$ cat src/rtl/mem_port_arbiter.sv
// mem_port_arbiter
//   Shares one memory port between an instruction-fetch requester (IF) and a
//   load/store requester (DM). Data requests win when both arrive together,
//   after which the two sides strictly alternate so neither starves. The
//   granted request's address/we/wdata are captured on the grant edge and held
//   for the whole access. An access that waits 16 cycles without mem_ready is
//   aborted with a done pulse, zero read data and a sticky err flag.
//
// Ports
//   clk, reset          clock, async active-high reset
//   if_req/if_addr      fetch request (held until if_done)
//   dm_req/dm_we/dm_addr/dm_wdata  data request (held until dm_done)
//   mem_rdata/mem_ready shared memory response
//   mem_en/mem_we/mem_addr/mem_wdata  shared memory command
//   if_done/if_rdata, dm_done/dm_rdata  completion pulse + read data
//   if_stall/dm_stall   requester must hold
//   err                 sticky timeout flag
module mem_port_arbiter (
    input  logic        clk,
    input  logic        reset,
    input  logic        if_req,
    input  logic [63:0] if_addr,
    input  logic        dm_req,
    input  logic        dm_we,
    input  logic [63:0] dm_addr,
    input  logic [63:0] dm_wdata,
    input  logic [63:0] mem_rdata,
    input  logic        mem_ready,
    output logic        mem_en,
    output logic        mem_we,
    output logic [63:0] mem_addr,
    output logic [63:0] mem_wdata,
    output logic        if_done,
    output logic        dm_done,
    output logic [63:0] if_rdata,
    output logic [63:0] dm_rdata,
    output logic        if_stall,
    output logic        dm_stall,
    output logic        err
);

    typedef enum logic [1:0] {IDLE, SERVE_IF, SERVE_DM} state_t;

    state_t      r_state, w_next;
    logic [3:0]  r_wait_cnt;
    logic        r_err;
    logic        r_mem_we;
    logic [63:0] r_mem_addr;
    logic [63:0] r_mem_wdata;

    logic w_serve, w_timeout, w_fin, w_grant_if, w_grant_dm;

    assign w_serve   = (r_state != IDLE);
    // 16th consecutive cycle without mem_ready: give up on this access
    assign w_timeout = w_serve && !mem_ready && (r_wait_cnt == 4'hF);
    assign w_fin     = w_serve && (mem_ready || w_timeout);

    always_comb begin
        w_next     = r_state;
        w_grant_if = 1'b0;
        w_grant_dm = 1'b0;
        case (r_state)
            IDLE: begin
                if (dm_req)      w_grant_dm = 1'b1;
                else if (if_req) w_grant_if = 1'b1;
            end
            // the side just served is consumed; only the other side may follow
            SERVE_DM: if (w_fin) begin
                if (if_req) w_grant_if = 1'b1;
                else        w_next     = IDLE;
            end
            SERVE_IF: if (w_fin) begin
                if (dm_req) w_grant_dm = 1'b1;
                else        w_next     = IDLE;
            end
            default: w_next = IDLE;
        endcase
        if (w_grant_dm) w_next = SERVE_DM;
        if (w_grant_if) w_next = SERVE_IF;
    end

    always_ff @(posedge clk or posedge reset) begin
        if (reset) begin
            r_state     <= IDLE;
            r_wait_cnt  <= 4'd0;
            r_err       <= 1'b0;
            r_mem_we    <= 1'b0;
            r_mem_addr  <= 64'd0;
            r_mem_wdata <= 64'd0;
        end else begin
            r_state <= w_next;
            if (w_grant_dm) begin
                r_mem_addr  <= dm_addr;
                r_mem_we    <= dm_we;
                r_mem_wdata <= dm_wdata;
            end else if (w_grant_if) begin
                r_mem_addr  <= if_addr;
                r_mem_we    <= 1'b0;
                r_mem_wdata <= 64'd0;
            end
            if (w_grant_dm || w_grant_if)  r_wait_cnt <= 4'd0;
            else if (w_serve && !mem_ready) r_wait_cnt <= r_wait_cnt + 4'd1;
            if (w_timeout) r_err <= 1'b1;
        end
    end

    assign mem_en    = w_serve;
    assign mem_we    = r_mem_we;
    assign mem_addr  = r_mem_addr;
    assign mem_wdata = r_mem_wdata;
    assign err       = r_err;

    assign if_done  = (r_state == SERVE_IF) && w_fin;
    assign dm_done  = (r_state == SERVE_DM) && w_fin;
    // a timeout completes with mem_ready low, so its read data is zero here too
    assign if_rdata = ((r_state == SERVE_IF) && mem_ready) ? mem_rdata : 64'd0;
    assign dm_rdata = ((r_state == SERVE_DM) && mem_ready && !r_mem_we) ? mem_rdata : 64'd0;
    assign if_stall = if_req && !if_done;
    assign dm_stall = dm_req && !dm_done;

endmodule

$ cat config.mk
export PLATFORM = sky130hd
export DESIGN_NAME = mem_port_arbiter
export DESIGN_NICKNAME = d
export VERILOG_FILES = /design/src/rtl/mem_port_arbiter.sv
export SDC_FILE = /design/constraint.sdc
export NUM_CORES = 1
export LEC_CHECK = 0
export BUFFER_PORTS_ARGS = -buffer_cell sky130_fd_sc_hd__buf_2
export CORE_AREA = 3 3 202 204
export DETAILED_ROUTE_END_ITERATION = 16
export DIE_AREA = 0 0 205 207
export HOLD_SLACK_MARGIN = 0.02
export SLEW_MARGIN = 20
export SYNTH_ARGS = -nofsm -noshare
export SYNTH_HDL_FRONTEND = slang
export SYNTH_SLANG_ARGS = --single-unit
export TNS_END_PERCENT = 10
$ cat constraint.sdc
create_clock -name clk -period 13.4 [get_ports clk]
set_input_delay 2.68 -clock clk [delete_from_list [all_inputs] [get_ports clk]]
set_output_delay 2.68 -clock clk [all_outputs]
set_load 0.1 [all_outputs]
==> results of run 1 <==
[worst paths after layout]
path / to / slack [ns]
setup reg to reg: mem_addr[59] / 10.31
hold / removal: mem_wdata[0] / 0.49
min in group asynchronous: mem_we / 2.38
max in group asynchronous: mem_wdata[44] / 9.74
setup / recovery: dm_rdata[35] / 6.53
hold reg to reg: mem_wdata[0] / 0.49
[through the flow]
step	hold slack, ns	cells	instance area, µm²	utilization
6_report	0.4921	1580	10950	0.2774
5_1_grt	0.5051	1580	10950	0.2774
4_1_cts	0.4984	1580	10950	0.2774
3_5_place_dp	0.4771	1548	10300	0.2610
3_3_place_gp	0.4558	1548	10300	0.2610
2_1_floorplan	0.5362	535	7251	-
[power groups by stage]
stage | logic [mW] | clock network (mW) | registers, mW
floorplan | 0.655 | 0 | 1.75
global placement | 2.05 | 0 | 0.663
detailed placement | 2.06 | 0 | 0.660
CTS | 2.06 | 0.549 | 0.661
global route | 2.11 | 0.565 | 0.682
finish | 2.05 | 0.526 | 0.660
[cell usage after synthesis, drive strengths merged]
cell type / count
dfrtp: 136
and2: 128
mux2: 128
a22o: 66
buf: 27
clkbuf: 17
nand2: 4
nand2b: 3
nor2: 3
a21oi: 2
nor2b: 2
nor3b: 2
xor2: 2
a21boi: 1
a21o: 1
a22oi: 1
a31oi: 1
a41o: 1
and3b: 1
ha: 1
inv: 1
nand3b: 1
nand4: 1
nor4bb: 1
o21ai: 1
o21ba: 1
or2: 1
xnor2: 1
[state kept, by name (all words and copies together), names as in the netlist]
register	cells
err	1
mem_we	1
mem_wdata	64
r_state	2
r_wait_cnt	4
mem_addr	64
[placed cells by master, fill, tap and decap left out]
cell,instances
or2_2,1
a31oi_4,1
o21ba_2,1
bufinv_16,5
clkinvlp_4,1
a21oi_4,1
xnor2_1,1
nor2_1,3
o21ai_0,1
nor3b_1,2
clkinv_4,1
nand2b_1,3
clkbuf_16,17
a22o_2,1
nand4_1,1
nand3b_1,1
a22oi_1,1
a21oi_1,1
inv_6,4
mux2_4,120
nand2_1,4
dfrtp_1,136
a21boi_4,1
mux2_2,8
and2_1,128
nor4bb_4,1
buf_4,8
xor2_1,2
clkinv_2,3
inv_8,1
a41o_2,1
clkbuf_1,1
a22o_1,65
and3b_1,1
a21o_4,1
buf_2,524
ha_1,1
nor2b_1,2
[layer usage]
layer	wire length, µm	up-vias	track usage
met5	13	-	0
met4	453	2	0.03535
met3	2216	31	0.03850
met2	11480	307	0.1771
met1	10560	2849	0.1396
li1	-	2892	-
[area by class of cell]
class | count | area, µm²
sequential | 136 | 3403
tap | 525 | 656.9
inverter | 1 | 8.758
timing repair buffer | 532 | 2683
multi-input combinational | 354 | 3547
clock inverter | 14 | 219.0
fill | 4196 | 28510
clock buffer | 18 | 429.2
[kinds of logic (layout without fill, tap and decap cells)]
logic type                 count (synthesis)  in the layout  share of synthesized area
and+or+nand+nor                          147            147                     0.1258
DFF                                      136            136                     0.4694
muxes                                    128            128                     0.2609
AOI/OAI and AO/OA                         75             75                    0.09353
buffers and inverters                     45            565                    0.04504
xor gates and xnor gates                   3              3                   0.003624
adders and majority gates                  1              1                   0.001725
==> metrics.txt, run 1 <==
status=completed; Setup WS pre-CTS=around 6.5 ns; final worst slack=approximately 6.5 ns; Int Pwr=between 1 and 1.5 mW; routability congestion estimate=0.9172; layout overhead on the synthesized area=50.97%; WL/cell=roughly 16 µm; Pre-Repair DR Iteration Count=4; Switching Share=0.5976; hold_buf cts=0; Final ANT Viol Nets=0; hold depth=1; MaxCap Viol Count=0; clk slew on worst S/H paths=about 0.060 ns; Nets=~1,300; H-tree levels=4; sequential share of the synthesized area=0.4694; final worst-path cycle share=0.5127; synthesized flop and latch total=between 100 and 150; Psw=1.934 mW; mapped cell area=between 0.007 and 0.008 mm²; Worst Setup Start Kind=input pin; Critical Path RT=about 11 ns; Hold/Removal Path Class=flop to flop; I/O pin count=525; power share of the combinational group=0.633; dominant cell type by area after synthesis=dfrtp_1; Clk pwr share=0.163; clock skew=0.01049 ns; Tmin final=between 6 and 7 ns; VDD IR max=~0.17 mV; via density per instance=about 3.8; die width=approximately 210 µm; Power Density=slightly below 300 mW/mm²; relative slew slack=0.4147; DP HPWL=roughly 19,000 µm; # diodes=0; global-route wire length before repair=about 36,000 µm; crit path max fanout=64; TritonCTS Buffers=17; final setup TNS=0 ns; CTS Sinks=~140; post-CTS setup buffer count=0; layout cells sized above 1=0.6645; CTS root buf=clkbuf_16; Worst Max-Slew Pin Slew=between 0.8 and 0.9 ns; Final setup violation count=0; max-slew violations=0; initial antenna violation count=1; RSZ-0062 raised after global routing=false; syn_nets=~800; gate count of the mapped netlist=between 500 and 600; warnings from Yosys=0; syn avg cell area=around 14 µm²; Max stage delay on crit path=between 0.4 and 0.5 ns; CP startpoint=mem_ready; Starting Density=0.1838; # rows=73; Routed WL=between 20,000 and 25,000 µm; buffer depth of the longest clock path=2; Yosys cell types=34; Crit path depth=5; CP Buf/Inv Count=3; post_cts resized=0; DR vias=~6,000; critical path's top delay family=buffers and inverters; Arr. time, crit path=4.19 ns; Leakage Power=just over 6 nW; CP Cell Sequence=buf_2, nor4bb_4, buf_4, and2_1, buf_2; final hold violations=0; Reg power frac=0.204; pin count of the biggest net entering global routing=81; Worst Setup End Kind=output port; # port buffers=524; TritonCTS clock tree=yes; reg2reg path depth=7; ranking of synthesized cells by area=dfrtp_1, mux2_4, and2_1; total track usage=0.1106; Fmax=approximately 150 MHz; share of the synthesized area in the top cell type=0.4694; vias in the first global route=6,024; most used cell, CP=buf_2; r2r startpoint=r_wait_cnt[0]; HP Start=mem_wdata[0]; Die ar.=0.04244 mm²; gr ovfl total=0; Residual DRC=0; Tot Pwr=3.236 mW; Crit-path slowest cell=buf_4; Chip Height=around 210 µm; path type of the worst setup path=input pin to output port; DR iter-0 viols=roughly 280; Clk Latency, worst-skew pair=approximately 0.43 ns; total core area=0.03946 mm²
Note: power is estimated with default switching activity, not from simulation.
==> inputs of run 2 (changes only) <==
ABC_AREA = 1   (was default)
CORE_AREA = 3 3 204 206   (was 3 3 202 204)
DIE_AREA = 0 0 207 209   (was 0 0 205 207)
clock period = 6.6 ns   (was 13.4 ns; I/O delays follow)
==> run 2 against run 1 <==
  * Register-to-register slack lost 6.7 ns
  * Final cell count is 30% higher
  * Sequential share of layout area rose by 0.56 points
  * Die area rose by 2.0%
  * Synthesized cell count is 93% higher
  * Worst setup slack got worse by 4.0 ns
  * Clock skew up 0.0016 ns
  * Largest cell class is now sequential cells
  * Via count up 39%
  * Clock-buffer cell count did not move
  * Wire length rose by 24%
  * First-iteration DRC count is 110% higher
==> metrics.txt, run 2 <==
status=completed; Worst Setup Start Kind=input pin; most frequent cell after synthesis=nand2_1; routability congestion estimate=about 0.94; dominant cell type by area after synthesis=dfrtp_1; die width=207 µm; H-tree levels=4; clk slew on worst S/H paths=around 0.060 ns; CP Cell Sequence=buf_2, inv_1, nor2_1, nand2_4, nor2_1, buf_2; Fmax=242.8 MHz; max-slew violations=0; global-route wire length before repair=about 47,000 µm; global-route met3 utilization=0.04459; total core area=0.03982 mm²; Post-synth EDFFs=0; grt met2 use=0.2149; Starting Density=0.1799; Tmin final=4.118 ns; # port buffers=around 520; main flop type after synthesis=dfrtp_1; Critical Path RT=5.28 ns; Nets=roughly 1,800; CTS Sinks=about 140; syn_nets=about 1,300; pin count of the biggest net entering global routing=104; warnings from Yosys=0; TritonCTS Buffers=17; post-CTS setup buffer count=0; CP startpoint=mem_ready; # rows=73; Hold/Removal Path Class=flop to flop; gr ovfl total=0; total track usage=0.1340; # fillers=4,496; WL/cell=15.03 µm; r2r startpoint=r_wait_cnt[0]; I/O pin count=~530; Crit-path slowest cell=buf_2; Chip Height=~210 µm; Worst Max-Slew Pin Slew=~1.0 ns; path type of the worst setup path=input pin to output port; hold_buf cts=0; buffer depth of the longest clock path=2; CTS root buf=clkbuf_16; Worst Setup End Kind=output port; post_cts resized=0; Arr. time, crit path=between 2 and 3 ns; RSZ-0062 raised after global routing=false; commonest non-fill, non-tap cell in the layout=buf_2; final hold violations=0; Clk Latency, worst-skew pair=0.43 ns; DP HPWL=approximately 24,000 µm; clock skew=between 0.01 and 0.015 ns; synthesized flop and latch total=136; crit path max fanout=64; asr flop ratio synth=1.000; ranking of synthesized cells by area=dfrtp_1, nand2_1, nand3_1; DR iter-0 viols=a little under 600; Top Usage Layer GRT=met2; reg2reg path depth=9; final setup TNS=0 ns; DR vias=approximately 8,500; GR Util met1=0.1718; syn avg cell area=~7 µm²; share of the synthesized area in the top cell type=0.4751; layout cells sized above 1=0.3771; MaxCap Viol Count=0; TritonCTS clock tree=yes; Max stage delay on crit path=approximately 0.45 ns; vias in the first global route=between 8,000 and 9,000; Final setup violation count=0; Die ar.=0.04326 mm²; mapped cell area=just over 0.007 mm²; relative slew slack=0.3023; Yosys cell types=20; most frequent cells in the layout=buf_2, nand2_1, nand3_1; Final ANT Viol Nets=0; Synth top cells by count=nand2_1, nand3_1, nor2_1; sequential share of the synthesized area=0.4751; HP Start=mem_wdata[10]; Routed WL=approximately 31,000 µm; hold depth=2; Pre-Repair DR Iteration Count=5; final worst-path cycle share=0.6239; Residual DRC=0; layout overhead on the synthesized area=50.13%; via density per instance=between 4 and 5; initial antenna violation count=3; gate count of the mapped netlist=slightly above 1,000
[run 2: cell types whose count changed after synthesis, moves of 74 or more]
cell     change
and2_1     -128
inv_1       +74
mux2_4     -120
nand2_1    +393
nand3_1    +196
nor2_1     +137
[run 2: cell families (layout without fill, tap and decap cells)]
logic type / after synthesis / in the layout / share of synthesized area
other: 0 / 1 / 0
buffers and inverters: 151 / 640 / 0.09310
adders and majority gates: 1 / 1 / 0.001746
DFF: 136 / 136 / 0.4751
AOI/OAI and AO/OA: 3 / 3 / 0.002446
xor gates and xnor gates: 3 / 3 / 0.003669
and+or+nand+nor: 739 / 739 / 0.4239
[run 2: area by class of cell]
cell class	count	area, µm²	share of cell area
clock inverters	14	147.6	0.01373
well taps	525	656.9	0.06108
flip-flops and latches	136	3403	0.3165
multi-input cells	746	3132	0.2912
inverters	76	290.3	0.02699
clock buffers	18	439.2	0.04084
diodes	1	2.502	0.0002327
repair buffers	532	2683	0.2494
[run 2: per-layer routing]
metal | part of all wire | vias up
met5 | 0.00088 | -
met4 | 0.020 | 4
met3 | 0.081 | 36
met2 | 0.47 | 354
met1 | 0.42 | 3931
li1 | - | 4137
[run 2: critical path, delay by kind of cell]
family | cells | cell delay [ns]
buffers and inverters | 3 | 0.65
and+or+nand+nor | 3 | 0.80
[run 2: stage by stage]
| step | std cells | utilization | setup slack (ns) | instance area (µm²) | hold slack [ns] |
|---|---|---|---|---|---|
| finish | 2048 | 0.2700 | 2.482 | 10750 | 0.4941 |
| global placement | 2015 | 0.2551 | 2.349 | 10160 | 0.4766 |
| floorplan | 1033 | - | 0.4464 | 7163 | 0.5042 |
| CTS | 2047 | 0.2699 | 2.225 | 10750 | 0.5019 |
| detailed placement | 2015 | 0.2551 | 2.229 | 10160 | 0.4842 |
| global route | 2048 | 0.2700 | 2.331 | 10750 | 0.5126 |
[run 2: worst paths after layout]
path / endpoint / slack [ns]
max in group asynchronous: r_wait_cnt[0] / 4.29
hold reg to reg: mem_wdata[10] / 0.49
setup reg to reg: mem_addr[57] / 3.60
min in group asynchronous: mem_addr[47] / 0.97
setup / recovery: dm_rdata[48] / 2.48
hold / removal: mem_wdata[10] / 0.49
Power of run 2 is left out: the tool's default activity adds up to more than one toggle a clock period on the data nets, which glitch-free logic cannot reach.
